`config.mk`:
```
export PLATFORM = sky130hd
export DESIGN_NAME = branch_pred_ctrl
export DESIGN_NICKNAME = d
export VERILOG_FILES = /design/src/rtl/branch_pred_ctrl.sv
export SDC_FILE = /design/constraint.sdc
export NUM_CORES = 1
export LEC_CHECK = 0
export CORE_ASPECT_RATIO = 2
export CORE_MARGIN = 4
export CORE_UTILIZATION = 35
export DETAILED_ROUTE_END_ITERATION = 8
export HOLD_SLACK_MARGIN = 0.08
export PLACE_DENSITY = 0.62
export SLEW_MARGIN = 20
export SYNTH_ARGS = -nofsm -noshare
export SYNTH_HDL_FRONTEND = slang
export SYNTH_SLANG_ARGS = --single-unit
```
`constraint.sdc`:
```
create_clock -name clk -period 19.95 [get_ports clk]
set_clock_uncertainty 0.15 [all_clocks]
set_input_delay 3.99 -clock clk [delete_from_list [all_inputs] [get_ports clk]]
set_output_delay 3.99 -clock clk [all_outputs]
set_load 0.02 [all_outputs]
```
`src/rtl/branch_pred_ctrl.sv`:
```
// Next-PC controller: direct-mapped BTB with 2-bit counters, EXE-stage resolution and flush.
// Optional BP_PERF_CNT_EN adds br_cnt / mispred_cnt resolution counters.

`ifndef PC_PLUS_4
`define PC_PLUS_4     2'b00
`endif
`ifndef IF_P_T_PC
`define IF_P_T_PC     2'b01
`endif
`ifndef EXE_T_PC
`define EXE_T_PC      2'b10
`endif
`ifndef EXE_PC_PLUS_4
`define EXE_PC_PLUS_4 2'b11
`endif

module branch_pred_btb_entry #(
    parameter int addrWidth = 16,
    parameter int TAG_W     = 10
) (
    input  logic                 clk,
    input  logic                 rst,
    input  logic                 i_we,
    input  logic [TAG_W-1:0]     i_tag,
    input  logic [addrWidth-1:0] i_target,
    input  logic [1:0]           i_ctr,
    output logic                 o_valid,
    output logic [TAG_W-1:0]     o_tag,
    output logic [addrWidth-1:0] o_target,
    output logic [1:0]           o_ctr
);
    logic                 r_valid;
    logic [TAG_W-1:0]     r_tag;
    logic [addrWidth-1:0] r_target;
    logic [1:0]           r_ctr;

    // Every write leaves the entry valid; there is no invalidate path.
    always_ff @(posedge clk or posedge rst) begin
        if (rst) begin
            r_valid  <= 1'b0;
            r_tag    <= '0;
            r_target <= '0;
            r_ctr    <= 2'b01;
        end else if (i_we) begin
            r_valid  <= 1'b1;
            r_tag    <= i_tag;
            r_target <= i_target;
            r_ctr    <= i_ctr;
        end
    end

    assign o_valid  = r_valid;
    assign o_tag    = r_tag;
    assign o_target = r_target;
    assign o_ctr    = r_ctr;
endmodule

module branch_pred_ctrl #(
    parameter int addrWidth = 16,
    parameter int IDX_W     = 4
) (
    input  logic                 clk,
    input  logic                 rst,
    input  logic                 Hcf,
    input  logic                 Stall,
    input  logic [addrWidth-1:0] IF_pc,
    input  logic                 EXE_is_branch,
    input  logic                 EXE_is_jump,
    input  logic                 EXE_taken,
    input  logic [addrWidth-1:0] EXE_pc,
    input  logic [addrWidth-1:0] EXE_Target_pc,
    input  logic                 EXE_pred_taken,
    input  logic [addrWidth-1:0] EXE_pred_target,
    output logic [1:0]           PCSel,
    output logic [addrWidth-1:0] Predict_Target_pc,
    output logic                 IF_pred_taken,
    output logic                 Flush
`ifdef BP_PERF_CNT_EN
    ,
    output logic [31:0]          br_cnt,
    output logic [31:0]          mispred_cnt
`endif
);
    localparam int ENTRIES = 1 << IDX_W;
    localparam int TAG_W   = addrWidth - IDX_W - 2;

    logic [ENTRIES-1:0]                w_valid;
    logic [ENTRIES-1:0][TAG_W-1:0]     w_tag;
    logic [ENTRIES-1:0][addrWidth-1:0] w_target;
    logic [ENTRIES-1:0][1:0]           w_ctr;
    logic [ENTRIES-1:0]                w_we;

    logic [IDX_W-1:0] w_if_idx, w_exe_idx;
    logic [TAG_W-1:0] w_if_tag, w_exe_tag;
    logic             w_if_hit, w_exe_hit;
    logic             w_eff_taken, w_resolve, w_mispredict, w_upd;
    logic             w_wr;
    logic [addrWidth-1:0] w_new_target;
    logic [1:0]           w_new_ctr;
    logic             w_unused;

    assign w_unused = ^{IF_pc[1:0], EXE_pc[1:0]};

    assign w_if_idx  = IF_pc[IDX_W+1:2];
    assign w_if_tag  = IF_pc[addrWidth-1:IDX_W+2];
    assign w_exe_idx = EXE_pc[IDX_W+1:2];
    assign w_exe_tag = EXE_pc[addrWidth-1:IDX_W+2];

    assign w_if_hit  = w_valid[w_if_idx]  & (w_tag[w_if_idx]  == w_if_tag);
    assign w_exe_hit = w_valid[w_exe_idx] & (w_tag[w_exe_idx] == w_exe_tag);

    assign IF_pred_taken     = w_if_hit & w_ctr[w_if_idx][1];
    assign Predict_Target_pc = w_if_hit ? w_target[w_if_idx] : '0;

    assign w_eff_taken  = EXE_is_jump | EXE_taken;
    assign w_resolve    = EXE_is_branch | EXE_is_jump;
    assign w_mispredict = w_resolve &
                          ((EXE_pred_taken != w_eff_taken) |
                           (w_eff_taken & EXE_pred_taken & (EXE_pred_target != EXE_Target_pc)));
    assign w_upd        = w_resolve & ~Stall & ~Hcf;
    assign Flush        = w_mispredict & ~Stall & ~Hcf;

    always_comb begin
        PCSel = `PC_PLUS_4;
        if (w_mispredict & w_eff_taken)       PCSel = `EXE_T_PC;
        else if (w_mispredict)                PCSel = `EXE_PC_PLUS_4;
        else if (IF_pred_taken)               PCSel = `IF_P_T_PC;
    end

    // Write data for the EXE entry; jumps win if both type flags are set.
    always_comb begin
        w_wr         = 1'b0;
        w_new_target = w_target[w_exe_idx];
        w_new_ctr    = w_ctr[w_exe_idx];
        if (EXE_is_jump) begin
            w_wr         = 1'b1;
            w_new_target = EXE_Target_pc;
            w_new_ctr    = 2'b11;
        end else if (EXE_is_branch) begin
            if (w_exe_hit) begin
                w_wr = 1'b1;
                if (EXE_taken) begin
                    w_new_target = EXE_Target_pc;
                    if (w_ctr[w_exe_idx] != 2'b11) w_new_ctr = w_ctr[w_exe_idx] + 2'b01;
                end else begin
                    if (w_ctr[w_exe_idx] != 2'b00) w_new_ctr = w_ctr[w_exe_idx] - 2'b01;
                end
            end else if (EXE_taken) begin
                w_wr         = 1'b1;
                w_new_target = EXE_Target_pc;
                w_new_ctr    = 2'b10;
            end
        end
    end

    genvar g;
    generate
        for (g = 0; g < ENTRIES; g++) begin : g_entry
            assign w_we[g] = w_upd & w_wr & (w_exe_idx == IDX_W'(g));
            branch_pred_btb_entry #(
                .addrWidth(addrWidth),
                .TAG_W    (TAG_W)
            ) u_entry (
                .clk     (clk),
                .rst     (rst),
                .i_we    (w_we[g]),
                .i_tag   (w_exe_tag),
                .i_target(w_new_target),
                .i_ctr   (w_new_ctr),
                .o_valid (w_valid[g]),
                .o_tag   (w_tag[g]),
                .o_target(w_target[g]),
                .o_ctr   (w_ctr[g])
            );
        end
    endgenerate

`ifdef BP_PERF_CNT_EN
    logic [31:0] r_br_cnt, r_mispred_cnt;

    always_ff @(posedge clk or posedge rst) begin
        if (rst) begin
            r_br_cnt      <= '0;
            r_mispred_cnt <= '0;
        end else if (w_upd) begin
            r_br_cnt <= r_br_cnt + 32'd1;
            if (w_mispredict) r_mispred_cnt <= r_mispred_cnt + 32'd1;
        end
    end

    assign br_cnt      = r_br_cnt;
    assign mispred_cnt = r_mispred_cnt;
`endif
endmodule

```
# Word-level counts from Yosys, hierarchy flattened
# Index checks and enable logic that the tools add are counted.
[totals] wordCells=157 inputBits=72 register_bits=464 out_inout_bits=20
[op_classes] reduce_logical=2 magnitude_cmp=2 bitwise=33 n_eq_ne=20 mux=34 addsub=2
[op_table] op="16-bit binary-select mux with 4-bit select" n=2
[op_table] op="16-bit 2-to-1 mux" n=6
[op_table] op="10-bit binary-select mux with 4-bit select" n=2
[op_table] op="4-bit equality test (second input constant)" n=8
[op_table] op="1-bit bitwise AND" n=28
[op_table] op="2-bit 2-to-1 mux" n=11
[op_table] op="10-bit equality test" n=2
[op_table] op="10-bit 2-to-1 mux" n=2
[op_table] op="2-bit binary-select mux with 4-bit select" n=2
[op_table] op="4-bit by 3-bit equality test with 1-bit output (second input constant)" n=4
[op_table] op="16-bit != test" n=1
[op_table] op="4-bit by 5-bit less-than comparator with 1-bit output (second input constant)" n=2
[op_table] op="1-bit binary-select mux with 4-bit select" n=2
[op_table] op="4-bit by 2-bit equality test with 1-bit output (second input constant)" n=2
[op_table] op="1-bit 2-to-1 mux" n=7
[op_table] op="4-bit by 1-bit equality test with 1-bit output (second input constant)" n=1
[op_table] op="4-bit zero test" n=1
[op_table] op="1-bit bitwise OR" n=3
[op_table] op="2-bit by 1-bit adder with 2-bit output (second input constant)" n=1
[op_table] op="2-bit != test (second input constant)" n=1
[op_table] op="1-bit inverter" n=2
[op_table] op="2-bit nonzero test" n=1
[op_table] op="2-bit by 1-bit subtractor with 2-bit output (second input constant)" n=1
[op_table] op="1-bit != test" n=1

# Depth between registers and ports, before layout
[depth] depth_word=9 mapped_depth=15 ltp_nobuf=9

# Cells and area by module
# From an unflattened synthesis, not the netlist that was laid out.
[unflattened] cells_unflattened=1566 area_unflattened_um2=25918.6
[modules_own_cells] mod="branch_pred_btb_entry" area_each_um2=1113.6 cells_each=62 n_inst=16 seq_area_each_um2=726.9
[modules_own_cells] mod="branch_pred_ctrl" area_each_um2=8101.5 cells_each=574 n_inst=1 seq_area_each_um2=0.0

# Worst setup path before layout
# No wires, ideal clock.
[synth_timing] kind="input -> output" startpoint="input IF_pc[4]" endpoint="output PCSel[0]" required_ps=15810 n_path_buf=3 t_arrival_ps=7309 setup_slack_ps=8501 cell_stages=9 cell_sequence="clkbuf_1 > clkbuf_1 > mux4_2 > mux4_2 > xor2_1 > nor4_1 > nand4_1 > clkbuf_1 > o31ai_1"
[synth_via] elab_chain_len=8
[synth_lines] element="start: declaration" line="66" source="input logic [addrWidth-1:0] IF_pc,"
[synth_lines] element="10-bit binary-select mux with 4-bit select" line="109" source="assign w_if_hit = w_valid[w_if_idx] & (w_tag[w_if_idx] == w_if_tag);"
[synth_lines] element="10-bit 2-to-1 mux (implied by the code)" line="109"
[synth_lines] element="10-bit equality test" line="109"
[synth_lines] element="1-bit bitwise AND" line="109"
[synth_lines] element="1-bit bitwise AND (*)" line="112" source="assign IF_pred_taken = w_if_hit & w_ctr[w_if_idx][1];"
[synth_lines] element="1-bit 2-to-1 mux (*)" line="127" source="else if (IF_pred_taken) PCSel = `IF_P_T_PC;"
[synth_lines] element="2-bit 2-to-1 mux (*)" line="126" source="else if (w_mispredict) PCSel = `EXE_PC_PLUS_4;"
[synth_lines] element="2-bit 2-to-1 mux (*)" line="125" source="if (w_mispredict & w_eff_taken) PCSel = `EXE_T_PC;"
[synth_lines] element="end: declaration" line="74" source="output logic [1:0] PCSel,"
# Mark *: on every way between the ends. The rest lies on a longest branch, timed or not. The select of a mux whose other input is x is not followed.

# Worst setup path in the final report
[layout_timing] startpoint="input IF_pc[3]" endpoint="output PCSel[0]"
# Same word-level chain as after synthesis.

==> key figures <==
Worst setup path
  – Slowest cell on crit path: buf_4
  – WS Path Type: in2out
  – Cell repeated most along the worst path: buf_4
  – Ordered list of cells on the worst path: buf_4, buf_4, buf_4, mux4_2, mux4_2, xnor2_1, nand4_1, nor4_1, nand4_1, buf_4, o31ai_1, clkdlybuf4s50_1
  – Critical Path RT: 15.81 ns
  – Worst path arrival time: between 8 and 9 ns
  – Reg2Reg Depth: 10
  – Worst reg2reg endpoint: g_entry[8].u_entry.o_target[2]
  – Crit path buffers/inverters: 5
  – Critical Path Start Type: input pin
  – Worst path top cell family by delay: buffers and inverters
  – Endpoint type of the worst setup path: output port
  – Crit-path max cell delay: around 0.67 ns
  – RR Startpoint: g_entry[7].u_entry.o_tag[0]
  – Register-to-register setup slack: between 10 and 15 ns
  – Critical Path Fanout Max: between 40 and 50

Yosys
  – Mapped Avg Cell Area: 15.8 um2
  – Post-synth EDFFs: 0
  – Most frequent cell after synthesis: mux2_2
  – Synth area leaders: dfrtp_1 44%, mux4_2 23%, mux2_2 21%, mux2i_1 1.8%, dfstp_2 1.7%
  – Post-synth ARST share: 100%
  – Mux contribution to synthesized area: 45.7%
  – Synth Area in Compound Gates: 1.43%
  – Commonest cells post-synth: 471 x mux2_2, 448 x dfrtp_1, 258 x mux4_2
  – Synth warn: 0
  – Syn Inst Count: around 1600
  – Xor/xnor share of the synthesized area: between 1 and 1.5%
  – Synth area leader: dfrtp_1
  – Net Count, Synth: 1681
  – Number of distinct library cells after synthesis: between 60 and 70
  – Main combinational cell family by area after synthesis: multiplexers
  – Top-area cell type share of the netlist area: between 40% and 50%
  – Top_reg_cell synth: dfrtp_1
  – Post-Synth Adder-Cell Area: less than 1%
  – Post-Syn Area: roughly 25000 um2
  – Post-synthesis simple-gate area fraction: under 10%
  – #FFs+latches synth: 464
  – Post-synthesis sequential area ratio: between 40% and 50%

Placement
  – Pre-CTS setup slack: between 6 and 7 ns
  – GPL Wtd Cong: around 0.79
  – HPWL Detailed: roughly 46000 um
  – # port buffers: 87

Clocking
  – Post-CTS Resized: 0
  – Root Driver: clkbuf_16
  – Number of CTS-inserted buffers: 43
  – Setup Fix Bufs, Post-CTS: 0
  – Clk pin slew, worst setup/hold paths: ~0.07 ns
  – CTS tree: built
  – Clk Latency, worst-skew pair: approximately 0.57 ns
  – Clk sinks: 464
  – Post-CTS Hold Buffers: 0
  – Clk buf depth: 3
  – # H-tree levels: 2

Timing
  – Worst-Margin Slew: 1.01 ns
  – Max Fclk: slightly below 0.08 GHz
  – Final period utilization: between 60% and 70%
  – Final setup margin: approximately 7 ns
  – RSZ-0062 raised after global routing: no
  – Slew Viols, Final: 0
  – Final Hold Violating Endpoints: 0
  – Final setup viols: 0
  – Hold WS: 0.352 ns
  – Tmin final: between 10 and 15 ns
  – Post-Route Setup TNS: 0 ns
  – Relative slew margins: about 32%

Worst hold path
  – Hold Path Origin: g_entry[1].u_entry.o_valid
  – Hold Path Depth: 1
  – Hold-critical path endpoint: g_entry[1].u_entry.o_valid
  – Class of the worst hold path: reg2reg

Pwr
  – PD cells: just under 90 nW/um2
  – VDD IR max: 0.0000511 V
  – Overall power: 0.00252 W
  – Leak: about 12 nW

Layout
  – Layout Utilization: between 30 and 40%
  – Fill count: ~6700
  – Area growth, synth to finish: 12.1%
  – Share of layout cells above drive strength 1: between 50% and 60%
  – Post-layout net count: 1689

Floorplan
  – Core ar.: slightly above 70000 um2
  – Die width: slightly below 200 um
  – Die H: between 300 and 400 um
  – Std-Cell Rows: between 100 and 150
  – Die ar.: 77400 um2
  – Initial core utilization: a little over a third
  – IO Pins: roughly 90

Routing
  – Total Routed Length: 73800 um
  – Antenna viol nets, final: 0
  – Wirelength per Cell: 28.7 um
  – Avg Vias per Cell: between 5 and 6
  – Routed via count: about 15000
  – First drt pass iteration count: 6
  – DRT iter0 DRCs: slightly below 1000
  – Drt drc: 0

Global route
  – Vias in the first global route: around 17000
  – First-pass GRT wire length: 111000 um
  – Largest net degree at the start of global routing: about 180
  – Total gr overflow: 0
  – Initial antenna violation count: 1
  – GRT Total Usage: a little under a fifth

Flow run
  – Max Cap Viol: 0

Run status
  – Status: finished, final reports clean
per-stage QoR:
step | instances | cell area (um2)
after floorplan | 1608 | 25500
after global placement | 2486 | 27000
after detailed placement | 2486 | 27000
after CTS | 2565 | 28500
after global routing | 2567 | 28500
final | 2568 | 28500
state kept, by name, summed over array words and instances (netlist names):
| name | count |
|---|---|
| g_entry.u_entry.o_target | 256 |
| g_entry.u_entry.o_valid | 16 |
| g_entry.u_entry.o_tag | 160 |
| g_entry.u_entry.o_ctr | 32 |
metal layers:
| layer | global-route usage (%) | up-vias | part of all wire [%] | routed length [um] |
|---|---|---|---|---|
| met5 | 0 | - | 0 | 0 |
| met4 | 8.45 | 0 | 4.8 | 3530 |
| met3 | 2.74 | 141 | 4.4 | 3220 |
| met2 | 33.7 | 411 | 53 | 38900 |
| met1 | 23.3 | 8206 | 38 | 28100 |
| li1 | - | 6264 | - | - |
where the power goes:
group          switching, W  total (W)  leakage, nW  internal, W
Clock              0.000368   0.000854        0.715     0.000486
Sequential        0.0000999    0.00118         6.14      0.00108
Combinational      0.000198   0.000485         5.39     0.000287
layout make-up:
class	instances	area, um2	area share [%]
Tap cell	916	1150	4.02
Clock inverter	8	70.1	0.245
Inverter	5	31.3	0.110
Clock buffer	71	1380	4.85
Antenna cell	2	5.00	0.0175
Sequential cell	464	11600	40.8
Timing Repair Buffer	121	1150	4.02
Multi-Input combinational cell	981	13100	46.0
cells in the final DEF (no fill, tap or decap), types with 7 or more instances in the layout:
cell type / n
nor4_1: 7
xnor2_1: 15
dfstp_2: 16
mux4_2: 258
clkbuf_8: 16
nand2b_1: 12
clkbuf_1: 10
clkdlybuf4s50_1: 79
nor2b_1: 24
nor2_1: 13
clkbuf_16: 45
nand2_1: 10
buf_4: 34
mux2_2: 471
dfrtp_1: 448
or2_2: 8
mux2i_1: 47
xor2_1: 21
worst max path at each step:
stage	start	endpoint	slack, ns	depth (start not counted)
after floorplan	rst	g_entry[0].u_entry.o_ctr[1]	2.90	1
after global placement	IF_pc[3]	PCSel[0]	6.87	12
after detailed placement	IF_pc[3]	PCSel[0]	6.84	12
after CTS	IF_pc[3]	PCSel[0]	6.85	12
after global routing	IF_pc[3]	PCSel[0]	6.77	12
final	IF_pc[3]	PCSel[0]	7.04	12
kinds of logic after synthesis:
logic type      Yosys count
mux                     780
fa+ha+maj                 2
xor+xnor                 36
simple gates            118
compound gates           45
flops                   464
buf+inv                 163
(Power assumes the default switching activity.)
